===== src/rtl/vc_plane_receiver_pkg.sv =====
// Shared definitions for the VC plane controller, receiver and switch logic.
package vc_plane_receiver_pkg;

    typedef int unsigned plane_idx_t;

    function automatic int sel_width(input int vc);
        return vc + 1;
    endfunction

    function automatic int count_width(input int depth);
        return $clog2(depth) + 1;
    endfunction

    function automatic logic plane_is_legal(input plane_idx_t sel, input int vc);
        return sel < plane_idx_t'(vc);
    endfunction

endpackage


===== src/rtl/vc_plane_fifo.sv =====
// Single-clock synchronous FIFO; the head entry is always visible on head_data.
import vc_plane_receiver_pkg::*;

module vc_plane_fifo #(
    parameter int DATA_WIDTH = 32,
    parameter int DEPTH      = 4
) (
    input  logic                          clk,
    input  logic                          rst,
    input  logic                          push,
    input  logic [DATA_WIDTH-1:0]         push_data,
    input  logic                          pop,
    output logic [DATA_WIDTH-1:0]         head_data,
    output logic                          full,
    output logic                          empty,
    output logic [count_width(DEPTH)-1:0] count
);

    localparam int PTR_W = $clog2(DEPTH);
    localparam int CNT_W = count_width(DEPTH);

    logic [DATA_WIDTH-1:0] mem [DEPTH];
    logic [PTR_W-1:0]      wr_ptr_reg, wr_ptr_next;
    logic [PTR_W-1:0]      rd_ptr_reg, rd_ptr_next;
    logic [CNT_W-1:0]      count_reg, count_next;
    logic                  do_push, do_pop;

    assign full    = (count_reg == CNT_W'(DEPTH));
    assign empty   = (count_reg == '0);
    assign count   = count_reg;
    assign do_push = push && !full;
    assign do_pop  = pop && !empty;
    // Head is read straight from the array so a new flit is visible one cycle after its write.
    assign head_data = mem[rd_ptr_reg];

    always_comb begin
        wr_ptr_next = wr_ptr_reg;
        rd_ptr_next = rd_ptr_reg;
        count_next  = count_reg;
        if (do_push) begin
            wr_ptr_next = wr_ptr_reg + PTR_W'(1);
        end
        if (do_pop) begin
            rd_ptr_next = rd_ptr_reg + PTR_W'(1);
        end
        case ({do_push, do_pop})
            2'b10:   count_next = count_reg + CNT_W'(1);
            2'b01:   count_next = count_reg - CNT_W'(1);
            default: count_next = count_reg;
        endcase
    end

    always_ff @(posedge clk) begin
        if (rst) begin
            wr_ptr_reg <= '0;
            rd_ptr_reg <= '0;
            count_reg  <= '0;
        end else begin
            wr_ptr_reg <= wr_ptr_next;
            rd_ptr_reg <= rd_ptr_next;
            count_reg  <= count_next;
        end
    end

    always_ff @(posedge clk) begin
        if (!rst && do_push) begin
            mem[wr_ptr_reg] <= push_data;
        end
    end

endmodule


===== src/rtl/vc_plane_receiver.sv =====
// Steers flits from the shared link into per-VC FIFOs and exposes each FIFO as its own read port.
import vc_plane_receiver_pkg::*;

module vc_plane_receiver #(
    parameter int VC         = 4,
    parameter int DATA_WIDTH = 32,
    parameter int DEPTH      = 4
) (
    input  logic                     clk,
    input  logic                     rst,
    input  logic [VC:0]              VCPlaneSelector,
    input  logic [DATA_WIDTH-1:0]    data_in,
    input  logic                     valid_in,
    output logic                     ready_in,
    output logic [VC*DATA_WIDTH-1:0] data_out,
    output logic [VC-1:0]            valid_out,
    input  logic [VC-1:0]            ready_out,
    output logic                     plane_error
);

    localparam int SEL_W = sel_width(VC);
    localparam int CNT_W = count_width(DEPTH);

    logic [VC-1:0] sel_match;
    logic [VC-1:0] fifo_full;
    logic [VC-1:0] fifo_empty;
    logic [VC-1:0] push_en;
    logic [VC-1:0] pop_en;
    logic          sel_legal;
    logic          plane_error_reg;
    // Occupancy is only observed for debug; the read/write decisions use full/empty.
    logic [CNT_W-1:0] fifo_count_unused [VC];

    assign sel_legal   = plane_is_legal(plane_idx_t'(VCPlaneSelector), VC);
    assign ready_in    = sel_legal && |(sel_match & ~fifo_full);
    assign valid_out   = ~fifo_empty;
    assign plane_error = plane_error_reg;

    generate
        for (genvar gi = 0; gi < VC; gi++) begin : g_plane
            assign sel_match[gi] = (VCPlaneSelector == SEL_W'(gi));
            assign push_en[gi]   = valid_in && sel_legal && sel_match[gi] && !fifo_full[gi];
            assign pop_en[gi]    = ready_out[gi] && !fifo_empty[gi];

            vc_plane_fifo #(
                .DATA_WIDTH(DATA_WIDTH),
                .DEPTH     (DEPTH)
            ) u_fifo (
                .clk      (clk),
                .rst      (rst),
                .push     (push_en[gi]),
                .push_data(data_in),
                .pop      (pop_en[gi]),
                .head_data(data_out[gi*DATA_WIDTH +: DATA_WIDTH]),
                .full     (fifo_full[gi]),
                .empty    (fifo_empty[gi]),
                .count    (fifo_count_unused[gi])
            );
        end
    endgenerate

    always_ff @(posedge clk) begin
        if (rst) begin
            plane_error_reg <= 1'b0;
        end else if (valid_in && !sel_legal) begin
            plane_error_reg <= 1'b1;
        end
    end

endmodule

===== config.mk =====
export PLATFORM = sky130hd
export DESIGN_NAME = vc_plane_receiver
export DESIGN_NICKNAME = d
export VERILOG_FILES = /design/src/rtl/vc_plane_receiver_pkg.sv /design/src/rtl/vc_plane_fifo.sv /design/src/rtl/vc_plane_receiver.sv
export SDC_FILE = /design/constraint.sdc
export NUM_CORES = 1
export LEC_CHECK = 0
export BUFFER_PORTS_ARGS = -buffer_cell sky130_fd_sc_hd__buf_2
export CORE_ASPECT_RATIO = 1.25
export CORE_MARGIN = 2
export CORE_UTILIZATION = 40
export DETAILED_ROUTE_END_ITERATION = 6
export PLACE_DENSITY = 0.65
export SLEW_MARGIN = 30
export SYNTH_ARGS = -nofsm -noshare
export SYNTH_HDL_FRONTEND = slang
export SYNTH_SLANG_ARGS = --single-unit

===== constraint.sdc =====
create_clock -name clk -period 7 [get_ports clk]
set_clock_uncertainty 0.1 [all_clocks]
set_input_delay 0.35 -clock clk [delete_from_list [all_inputs] [get_ports clk]]
set_output_delay 0.35 -clock clk [all_outputs]
set_load 0.02 [all_outputs]

==> results of run 1 <==
==> kinds of logic after synthesis <==
| logic type | count (synthesis) | share of synthesized area (%) |
|---|---|---|
| AO/OA/AOI/OAI | 21 | 0.6597 |
| XOR/XNOR | 16 | 0.6842 |
| adder cells (fa/ha/maj) | 24 | 1.613 |
| buffers and inverters | 66 | 1.338 |
| flip-flops | 549 | 78.68 |
| multiplexers | 137 | 14.60 |
| AND/OR/NAND/NOR | 84 | 2.425 |
==> critical path, cell delays in order <==
cell	delay, ns
sky130_fd_sc_hd__dlygate4sd3_1	0.52
sky130_fd_sc_hd__buf_2	0.11
sky130_fd_sc_hd__or4b_4	0.52
sky130_fd_sc_hd__or3b_1	0.68
sky130_fd_sc_hd__nor3_4	0.22
sky130_fd_sc_hd__buf_4	0.45
==> what timing repair did <==
item,4_1_cts,5_1_grt
resized for setup,0,0
hold endpoints to repair,1,0
hold buffers,1,0
==> through the flow <==
step | cell area (µm²) | hold slack (ns)
finish | 23820 | 0.05450
detailed placement | 22200 | 0.3713
global route | 23820 | 0.04541
global placement | 22180 | 0.3732
CTS | 23810 | 0.03671
floorplan | 20480 | 0.3489
==> cell usage after synthesis <==
library cell               number  area share [%]
sky130_fd_sc_hd__buf_4          1           0.037
sky130_fd_sc_hd__o31a_1         4            0.17
sky130_fd_sc_hd__mux2_1         1           0.055
sky130_fd_sc_hd__or4b_4         1           0.067
sky130_fd_sc_hd__clkbuf_1      14            0.26
sky130_fd_sc_hd__xor2_1        12            0.51
sky130_fd_sc_hd__a21oi_1        9            0.22
sky130_fd_sc_hd__nor4b_2        1           0.073
sky130_fd_sc_hd__nor3b_1        4            0.15
sky130_fd_sc_hd__edfxtp_1     512              75
sky130_fd_sc_hd__nor4_2         1           0.061
sky130_fd_sc_hd__nor4_4         1            0.10
sky130_fd_sc_hd__and2_1         8            0.24
sky130_fd_sc_hd__mux2i_1        4            0.20
sky130_fd_sc_hd__fa_1           4            0.39
sky130_fd_sc_hd__inv_1         33            0.60
sky130_fd_sc_hd__mux4_2       129              14
sky130_fd_sc_hd__or3_1          9            0.27
sky130_fd_sc_hd__buf_2         12            0.29
sky130_fd_sc_hd__buf_1          5           0.092
sky130_fd_sc_hd__dfxtp_1       37             3.6
sky130_fd_sc_hd__nor4b_1        1           0.043
sky130_fd_sc_hd__nand2b_1       2           0.061
sky130_fd_sc_hd__or2_2          1           0.031
sky130_fd_sc_hd__or3b_1         1           0.043
sky130_fd_sc_hd__ha_1          20             1.2
sky130_fd_sc_hd__nor2_1        35            0.64
sky130_fd_sc_hd__buf_6          1           0.055
sky130_fd_sc_hd__o311ai_0       4            0.17
sky130_fd_sc_hd__o21ai_0        4           0.098
sky130_fd_sc_hd__nand2_1        9            0.16
sky130_fd_sc_hd__mux2_2         3            0.16
sky130_fd_sc_hd__nor4_1         1           0.031
sky130_fd_sc_hd__xnor2_1        4            0.17
sky130_fd_sc_hd__nor3_2         9            0.44
==> worst min path at each step <==
stage | startpoint | endpoint | slack (ns) | cells after the start
floorplan | data_in[0] | g_plane[0].u_fifo.mem[0][0] | 0.35 | 0
global route | data_in[19] | g_plane[0].u_fifo.mem[2][19] | 0.05 | 1
CTS | data_in[0] | g_plane[1].u_fifo.mem[1][0] | 0.04 | 1
detailed placement | plane_error | plane_error | 0.37 | 2
finish | data_in[30] | g_plane[1].u_fifo.mem[3][30] | 0.05 | 1
global placement | plane_error | plane_error | 0.37 | 2
==> power breakdown <==
part / leakage, µW / switching (µW) / internal (µW)
Clock: 0.000778 / 1180 / 1490
Combinational: 0.00190 / 101 / 47.7
Sequential: 0.00491 / 15.2 / 3590
Total: 0.00758 / 1300 / 5120
==> final cells by class <==
cell class                      instances  area [µm²]  share of cell area [%]
Inverter                               33       123.9                  0.5201
Antenna cell                            1       2.502                 0.01051
Multi-Input combinational cell        282        4163                   17.48
Sequential cell                       549       16140                   67.77
Clock buffer                           59        1295                   5.438
Timing Repair Buffer                  186       955.9                   4.014
Tap cell                              658       823.3                   3.457
Clock inverter                         32       311.5                   1.308
==> layer usage <==
layer / wire length [µm] / track usage, % / share of wire (%) / vias up
li1: - / - / - / 4088
met1: 18140 / 22.48 / 40 / 5030
met2: 24090 / 30.55 / 53 / 266
met3: 2143 / 2.457 / 4.7 / 59
met4: 872 / 4.365 / 1.9 / 0
met5: 0 / 0 / 0 / -
==> out/metrics.json, run 1 <==
{
  "gp_congestion": 0.7290,
  "power_density_mw_per_mm2": 269.5,
  "cp_data_required_time_ns": 7.11,
  "num-fill-cells": 4087,
  "first_global_vias": 9826,
  "setup.worst_path.end_class": "register",
  "rr_startpoint": "g_plane[0].u_fifo.count[2]",
  "postCtsSetupRepairBufs": 0,
  "layout_common_cells": "sky130_fd_sc_hd__edfxtp_1, sky130_fd_sc_hd__buf_2, sky130_fd_sc_hd__mux4_2",
  "yosys.cell_types.count": 35,
  "synthesis.yosys.warnings": 0,
  "syn-mean-instance-area_um2": 22.83,
  "fp.dieW_um": 206.4,
  "route.vias.total": 9443,
  "final_hold_viol_count": 0,
  "regToRegEndpoint": "g_plane[0].u_fifo.count[2]",
  "dp.cells": 1707,
  "rsz0062_at_grt": "false",
  "irDropWorstVdd_v": 0.0002017,
  "status": "finished, final reports clean",
  "total_of_endpoints_with_negative_setup_slack_in_the_final_report": 0,
  "insertion_delay_ns": 0.58,
  "die_area_mm2": 0.05304,
  "grt_overflow_total": 0,
  "fin_nets": 1170,
  "io_pins": 178,
  "timing.max_slew.rel_slack_pct": 36.53,
  "critical_path_class": "in2reg",
  "wl_per_cell_um": 25.14,
  "r2r_setup_slk_ns": 4.43,
  "detailedRoute.firstIterationViolations": 621,
  "yosysSeqAreaShare_pct": 78.68,
  "cts_tree": "built",
  "die_height_um": 257.0,
  "post-route-worst-setup-slack_ns": 4.194,
  "grt_pass1_wl_um": 66430,
  "fmax_mhz": 356.3,
  "finalCritPeriodShare_pct": 40.09,
  "port_buffers": 177,
  "route.detailed.vias_per_inst": 5.246,
  "hold_crit_path_type": "in2reg",
  "numClockSinks": 549,
  "detail_route.wirelength_um": 45260,
  "layout_commonest_cell": "sky130_fd_sc_hd__edfxtp_1",
  "max-cap-violations": 0,
  "cts.root.buffer_cell": "sky130_fd_sc_hd__clkbuf_16",
  "area_of_the_placeable_core_mm2": 0.05053,
  "drive_gt1_share_pct": 36.63,
  "synth.ff_latch_count": 549,
  "detail_route.drc_violations": 0,
  "flow.area_growth_from_synthesis_pct": 16.27,
  "place.detailed.hpwl_um": 28900,
  "worst-r2r-cell-count": 9,
  "critPathArrivalTime_ns": 2.91,
  "max-clock-path-buffers": 3,
  "drt-pass1-iter-count": 4,
  "final_cell_count_no_fill": 1800,
  "post-place-ws_ns": 4.047,
  "antenna_violating_nets_post_route": 0,
  "grt_max_degree": 38,
  "origin_of_the_worst_setup_path": "valid_in",
  "core.rowCount": 92,
  "slew_viol_final": 0,
  "syn_nets": 965,
  "synthesis.instances": 897,
  "cp-endpoint": "g_plane[2].u_fifo.mem[0][28]",
  "max_slew.worst_pin.slew_ns": 0.9521,
  "grt.total_usage_pct": 17.32,
  "cts.reportedPaths.clkPinSlew_ns": 0.06,
  "highest_fanout_seen_on_the_critical_path": 32,
  "mappedNetlistArea_mm2": 0.02048,
  "initial_core_util_pct": 40.53,
  "timing.critical_path.from_type": "input pin",
  "period_needed_ns": 2.806,
  "grt_antenna_before_repair": 2,
  "finalSetupTns_ns": 0,
  "numCtsBuffers": 50,
  "largest_register_ff_count": 512,
  "h-tree-depth": 2,
  "power.total_uw": 6418,
  "postLayoutCoreUtil_pct": 47.13,
  "static-leakage-power_uw": 0.007584
}
Note: power is estimated with default switching activity, not from simulation.
==> inputs of run 2 (changes only) <==
--- a/config.mk
+++ b/config.mk
@@ -5,12 +5,13 @@
 export SDC_FILE = /design/constraint.sdc
 export NUM_CORES = 1
 export LEC_CHECK = 0
+export ABC_AREA = 1
 export BUFFER_PORTS_ARGS = -buffer_cell sky130_fd_sc_hd__buf_2
 export CORE_ASPECT_RATIO = 1.25
 export CORE_MARGIN = 2
 export CORE_UTILIZATION = 40
 export DETAILED_ROUTE_END_ITERATION = 6
-export PLACE_DENSITY = 0.65
+export PLACE_DENSITY = 0.67
 export SLEW_MARGIN = 30
 export SYNTH_ARGS = -nofsm -noshare
 export SYNTH_HDL_FRONTEND = slang
==> constraint.sdc (replaced) <==
create_clock -name clk -period 2.5 [get_ports clk]
set_clock_uncertainty 0.1 [all_clocks]
set_input_delay 0.125 -clock clk [delete_from_list [all_inputs] [get_ports clk]]
set_output_delay 0.125 -clock clk [all_outputs]
set_load 0.02 [all_outputs]
==> out/metrics.json, run 2 <==
{
  "postCtsSetupRepairBufs": 0,
  "detailedRoute.firstIterationViolations": 1098,
  "numCtsBuffers": 51,
  "netSwitchingFraction_pct": 25.93,
  "synth_enable_flop_cells": 512,
  "synthMostInstantiatedCell": "sky130_fd_sc_hd__edfxtp_1",
  "numClockSinks": 549,
  "final_hold_viol_count": 0,
  "static-leakage-power_uw": 0.008672,
  "h-tree-depth": 2,
  "cts_tree": "built",
  "initial_core_util_pct": 40.57,
  "synth.ff_latch_count": 549,
  "timing.critical_path.from_type": "input pin",
  "cts.reportedPaths.clkPinSlew_ns": 0.06,
  "critical_path_class": "in2reg",
  "crit_family": "buffers and inverters",
  "slew_viol_final": 0,
  "cp_num_cells": 15,
  "critPathBufInv": 6,
  "worst-r2r-cell-count": 7,
  "rsz0062_at_grt": "false",
  "synthesis.instances": 1536,
  "grt_overflow_total": 0,
  "drt-pass1-iter-count": 5,
  "syn-mean-instance-area_um2": 13.61,
  "insertion_delay_ns": 0.57,
  "wl_per_cell_um": 20.09,
  "power.share.sequential_pct": 50.3,
  "regToRegEndpoint": "g_plane[0].u_fifo.wr_ptr_reg[1]",
  "power.clock.fraction_pct": 36.1,
  "library_cell_with_the_largest_summed_area_after_synthesis": "sky130_fd_sc_hd__edfxtp_1",
  "timing.max_slew.rel_slack_pct": 69.36,
  "layout_commonest_cell": "sky130_fd_sc_hd__edfxtp_1",
  "mappedNetlistArea_mm2": 0.02091,
  "yosysSeqAreaShare_pct": 77.07,
  "place.detailed.hpwl_um": 31710,
  "port_buffers": 177,
  "origin_of_the_worst_setup_path": "VCPlaneSelector[4]",
  "grt_antenna_before_repair": 0,
  "route.detailed.vias_per_inst": 5.279,
  "period_needed_ns": 2.389,
  "cp-endpoint": "g_plane[1].u_fifo.count[2]",
  "p_sw_uw": 5242,
  "detail_route.drc_violations": 0,
  "yosys.cell_types.count": 29,
  "critical_path.most_common_cell": "sky130_fd_sc_hd__inv_1",
  "grt.total_usage_pct": 18.17,
  "synthTopCellsByArea": "sky130_fd_sc_hd__edfxtp_1, sky130_fd_sc_hd__o21ai_0, sky130_fd_sc_hd__nor2_1",
  "cts.root.buffer_cell": "sky130_fd_sc_hd__clkbuf_16",
  "hold_crit_path_type": "reg2reg",
  "area_of_the_placeable_core_mm2": 0.05155,
  "flow.area_growth_from_synthesis_pct": 19.80,
  "insertedDiodeCount": 0,
  "ys_async_sr_fraction_pct": 0,
  "timing.hold.ws_ns": 0.3536,
  "irDropWorstVdd_v": 0.0004842,
  "antenna_violating_nets_post_route": 0,
  "max_slew.worst_pin.slew_ns": 0.4597,
  "max-cap-violations": 0,
  "fin_nets": 1852,
  "critPathArrivalTime_ns": 2.75,
  "finalSetupTns_ns": 0,
  "die_height_um": 259.6,
  "comb_power_share_pct": 13.6,
  "max-clock-path-buffers": 3,
  "setup.worst_path.end_class": "register",
  "status": "finished, final reports clean",
  "rr_startpoint": "g_plane[0].u_fifo.wr_ptr_reg[0]",
  "io_pins": 178,
  "cpMaxStageDelayCell": "sky130_fd_sc_hd__dlygate4sd3_1",
  "fp.dieW_um": 208.5,
  "drive_gt1_share_pct": 18.09,
  "layout_common_cells": "sky130_fd_sc_hd__edfxtp_1, sky130_fd_sc_hd__nor2_1, sky130_fd_sc_hd__o21ai_0",
  "route.vias.total": 13140,
  "detail_route.wirelength_um": 50010,
  "core.rowCount": 93,
  "largest_register_ff_count": 512,
  "highest_fanout_seen_on_the_critical_path": 4,
  "finalCritPeriodShare_pct": 95.57,
  "synth_ff_type": "sky130_fd_sc_hd__edfxtp_1",
  "fmax_mhz": 418.6,
  "die_area_mm2": 0.05413,
  "grt_max_degree": 65,
  "top_area_cell_type_share_of_the_netlist_area_pct": 73.52,
  "first_global_vias": 12940,
  "syn_nets": 1604,
  "grt_pass1_wl_um": 75360,
  "synthesis.yosys.warnings": 0,
  "power.total_uw": 20210,
  "cp_data_required_time_ns": 2.86,
  "intPower_uw": 14970,
  "post-route-worst-setup-slack_ns": 0.1108,
  "path_cells": "dlygate4sd3_1 -> buf_2 -> nor2_4 -> nand4_1 -> dlygate4sd3_1 -> nor2_4 -> inv_1 -> ha_1 -> inv_1 -> fa_1 -> inv_1 -> nand2_1 -> nand3_1 -> o21ai_0 -> a21oi_1",
  "total_of_endpoints_with_negative_setup_slack_in_the_final_report": 0,
  "gp_congestion": 0.7928,
  "worst_path_max_stage_delay_ns": 0.63,
  "post-place-ws_ns": 0.4118,
  "synth.cells.most_frequent": "sky130_fd_sc_hd__edfxtp_1, sky130_fd_sc_hd__nor2_1, sky130_fd_sc_hd__o21ai_0, sky130_fd_sc_hd__o22ai_1, sky130_fd_sc_hd__inv_1",
  "r2r_setup_slk_ns": 0.13,
  "power_density_mw_per_mm2": 806.9
}
-- run 2: cell types whose count changed in the layout (fill, tap and decap cells not counted), moves of 11 or more --
cell	delta
sky130_fd_sc_hd__buf_12	+20
sky130_fd_sc_hd__buf_4	+17
sky130_fd_sc_hd__dlygate4sd3_1	+50
sky130_fd_sc_hd__inv_1	+44
sky130_fd_sc_hd__mux4_2	-129
sky130_fd_sc_hd__nand2_1	+34
sky130_fd_sc_hd__nand3_1	+17
sky130_fd_sc_hd__nand4_1	+11
sky130_fd_sc_hd__nor2_1	+255
sky130_fd_sc_hd__nor2_4	+13
sky130_fd_sc_hd__o21ai_0	+244
sky130_fd_sc_hd__o21ai_1	+20
sky130_fd_sc_hd__o22ai_1	+127
sky130_fd_sc_hd__xor2_1	-12
-- run 2: logic make-up after synthesis --
kind of cell / after synthesis / share of synthesized area [%]
adder cells (fa/ha/maj): 24 / 1.580
buffers and inverters: 162 / 3.213
AND/OR/NAND/NOR: 392 / 7.587
AO/OA/AOI/OAI: 409 / 10.55
flip-flops: 549 / 77.07
-- run 2: final cells by class --
class                           count  area (µm²)
Multi-Input combinational cell    825        4218
Clock buffer                       64        1325
Tap cell                          665       832.0
Sequential cell                   549       16120
Timing Repair Buffer              275        2008
Inverter                           82       315.3
Clock inverter                     29       230.2
Fill cell                        4347       26500
-- run 2: routing by layer --
metal | wire length [µm] | vias up | GRT usage (%)
met4 | 1930 | 0 | 7.554
met1 | 19700 | 6533 | 21.88
met3 | 2993 | 93 | 3.514
li1 | - | 6113 | -
met2 | 25390 | 401 | 32.05
met5 | 0 | - | 0
-- run 2: metrics by stage --
stage	instance area, µm²	instances	utilization (%)
finish	25050	2489	48.60
global route	25050	2489	48.60
CTS	25030	2490	48.56
detailed placement	22950	2344	44.52
global placement	22950	2344	44.52
floorplan	20930	1536	-
-- run 2: worst min path at each step --
stage	start	end	slack, ns	cells after the start
global route	g_plane[2].u_fifo.count[0]	g_plane[2].u_fifo.count[0]	0.39	1
floorplan	rst	plane_error	0.1	1
detailed placement	rst	plane_error	0.21	2
CTS	g_plane[2].u_fifo.count[0]	g_plane[2].u_fifo.count[0]	0.36	1
finish	g_plane[2].u_fifo.count[0]	g_plane[2].u_fifo.count[0]	0.35	1
global placement	rst	plane_error	0.21	2
-- run 2: power groups by stage --
| stage | Clock [µW] | Sequential, µW | Combinational [µW] |
|---|---|---|---|
| 2_1_floorplan | 0 | 10300 | 1660 |
| 3_3_place_gp | 0 | 10300 | 2640 |
| 3_5_place_dp | 0 | 10400 | 2720 |
| 4_1_cts | 7420 | 10200 | 2780 |
| 5_1_grt | 7780 | 10200 | 3020 |
| 6_report | 7300 | 10200 | 2760 |
-- run 2: repair_timing --
item	4_1_cts	5_1_grt
endpoints found under the hold margin	543	0
endpoints found under the setup margin	0	17
resized for setup	0	10
hold buffers	53	0
==> inputs of run 3 (changes only) <==
--- a/config.mk
+++ b/config.mk
@@ -10,6 +10,7 @@
 export CORE_ASPECT_RATIO = 1.25
 export CORE_MARGIN = 2
 export CORE_UTILIZATION = 40
+export CTS_BUF_LIST = sky130_fd_sc_hd__clkbuf_8
 export DETAILED_ROUTE_END_ITERATION = 6
 export PLACE_DENSITY = 0.67
 export SLEW_MARGIN = 30
==> out/metrics.json, run 3 (synthesis results as in run 2) <==
{
  "timing.hold.ws_ns": 0.2411,
  "hold_crit_path_type": "in2reg",
  "period_needed_ns": 2.403,
  "drive_gt1_share_pct": 19.44,
  "path_cells": "inv_1 -> buf_4 -> o21ai_0 -> o22ai_1 -> buf_2",
  "grt_pass1_wl_um": 76200,
  "num-fill-cells": 4387,
  "route.detailed.vias_per_inst": 5.252,
  "flow.area_growth_from_synthesis_pct": 19.79,
  "first_global_vias": 13220,
  "grt.busiest_layer": "met2",
  "largest_register_ff_count": 512,
  "status": "finished, final reports clean",
  "finalCritPeriodShare_pct": 96.11,
  "max-cap-violations": 0,
  "place.detailed.hpwl_um": 31710,
  "port_buffers": 177,
  "area_of_the_placeable_core_mm2": 0.05155,
  "design_area_mm2": 0.02505,
  "route.vias.total": 13390,
  "grt.met1_usage_pct": 21.81,
  "gp_congestion": 0.7928,
  "layout_commonest_cell": "sky130_fd_sc_hd__edfxtp_1",
  "slew_viol_final": 0,
  "power_density_mw_per_mm2": 788.9,
  "crit_family": "buffers and inverters",
  "post-place-ws_ns": 0.4118,
  "antenna_violating_nets_post_route": 0,
  "total_of_endpoints_with_negative_setup_slack_in_the_final_report": 0,
  "grt_max_degree": 65,
  "fin_nets": 1884,
  "max_slew.worst_pin.slew_ns": 0.4750,
  "critical_path_class": "reg2out",
  "die_area_mm2": 0.05413,
  "cts_tree": "built",
  "initial_core_util_pct": 40.57,
  "timing.max_slew.rel_slack_pct": 68.33,
  "irDropWorstVdd_v": 0.0003768,
  "drt-pass1-iter-count": 4,
  "io_pins": 178,
  "power.total_uw": 19760,
  "detailedRoute.firstIterationViolations": 1032,
  "critPathBufInv": 3,
  "postLayoutCoreUtil_pct": 48.60,
  "cts.reportedPaths.clkPinSlew_ns": 0.06,
  "detail_route.drc_violations": 0,
  "detail_route.wirelength_um": 50290,
  "die_height_um": 259.6,
  "rsz0062_at_grt": "false",
  "global_route.usage.met2_pct": 32.82,
  "fp.dieW_um": 208.5,
  "worst_path_max_stage_delay_ns": 0.42,
  "cts.root.buffer_cell": "sky130_fd_sc_hd__clkbuf_8",
  "highest_fanout_seen_on_the_critical_path": 21,
  "place_area_mm2": 0.02295,
  "grt_overflow_total": 0,
  "post-route-worst-setup-slack_ns": 0.09732,
  "setup.worst_path.end_class": "output port",
  "grt.total_usage_pct": 18.46,
  "critPathArrivalTime_ns": 2.18,
  "h-tree-depth": 3,
  "timing.critical_path.from_type": "register",
  "layout_common_cells": "sky130_fd_sc_hd__edfxtp_1, sky130_fd_sc_hd__nor2_1, sky130_fd_sc_hd__o21ai_0",
  "gr-usage-met3_pct": 3.985,
  "cpMaxStageDelayCell": "sky130_fd_sc_hd__dfxtp_2",
  "numCtsBuffers": 84,
  "insertion_delay_ns": 0.66,
  "wl_per_cell_um": 19.73,
  "cp_data_required_time_ns": 2.28,
  "fmax_mhz": 416.2,
  "core.rowCount": 93,
  "static-leakage-power_uw": 0.008798,
  "grt_antenna_before_repair": 1,
  "max-clock-path-buffers": 3,
  "final_hold_viol_count": 0,
  "numClockSinks": 549
}
==> run 3: cell types whose count changed in the layout (fill, tap and decap cells not counted), moves of 3 or more <==
cell                        delta
sky130_fd_sc_hd__clkbuf_16    -51
sky130_fd_sc_hd__clkbuf_8     +87
sky130_fd_sc_hd__inv_1        +30
sky130_fd_sc_hd__clkinv_2      -3
sky130_fd_sc_hd__clkbuf_1     -13
sky130_fd_sc_hd__clkinv_1      +9
==> run 3: power breakdown <==
part | switching [µW] | internal [µW]
Clock | 3370 | 3460
Sequential | 58.3 | 10100
Combinational | 1960 | 802
Total | 5390 | 14400
==> run 3: cell type report <==
cell class / count / area (µm²) / area share (%)
Timing Repair Buffer: 274 / 2001 / 7.987
Sequential cell: 549 / 16120 / 64.36
Inverter: 82 / 320.3 / 1.279
Clock buffer: 87 / 1197 / 4.780
Multi-Input combinational cell: 825 / 4223 / 16.86
Clock inverter: 66 / 351.6 / 1.404
Tap cell: 665 / 832.0 / 3.322
Antenna cell: 1 / 2.502 / 0.009990
==> run 3: tightest hold or removal path, cell delays in order <==
cell,delay (ns)
sky130_fd_sc_hd__dlygate4sd3_1,0.51
sky130_fd_sc_hd__buf_2,0.11
sky130_fd_sc_hd__inv_1,0.09
sky130_fd_sc_hd__nand2_1,0.08
sky130_fd_sc_hd__nor2_1,0.03
==> run 3: repair_timing <==
| item | in CTS | in global routing |
|---|---|---|
| endpoints found under the setup margin | 15 | 16 |
| resized for setup | 6 | 8 |
| buffers inserted | 0 | 1 |
| endpoints found under the hold margin | 549 | 6 |
| pin swaps | 0 | 1 |
| hold buffers | 50 | 1 |
| cloned | 0 | 0 |
==> run 3: layer usage <==
layer | wire (µm) | part of all wire (%)
met5 | 0 | 0
met4 | 1520 | 3.0
met3 | 3173 | 6.3
met2 | 25990 | 52
met1 | 19610 | 39
==> run 3: final timing paths <==
path	startpoint	to	slack, ns	cells past startpoint
worst min register to register	g_plane[2].u_fifo.count[0]	g_plane[2].u_fifo.count[0]	0.36	1
worst max register to register	g_plane[0].u_fifo.wr_ptr_reg[0]	g_plane[0].u_fifo.wr_ptr_reg[1]	0.16	7
worst min-delay path	rst	g_plane[2].u_fifo.wr_ptr_reg[0]	0.24	5
worst max-delay path	register	data_out[127]	0.1	5
==> run 3: stage by stage <==
stage / std cells / setup TNS (ns)
final: 2549 / 0
after detailed placement: 2344 / 0
after floorplan: 1536 / -62.97
after global placement: 2344 / 0
after CTS: 2547 / -0.01105
after global routing: 2549 / 0
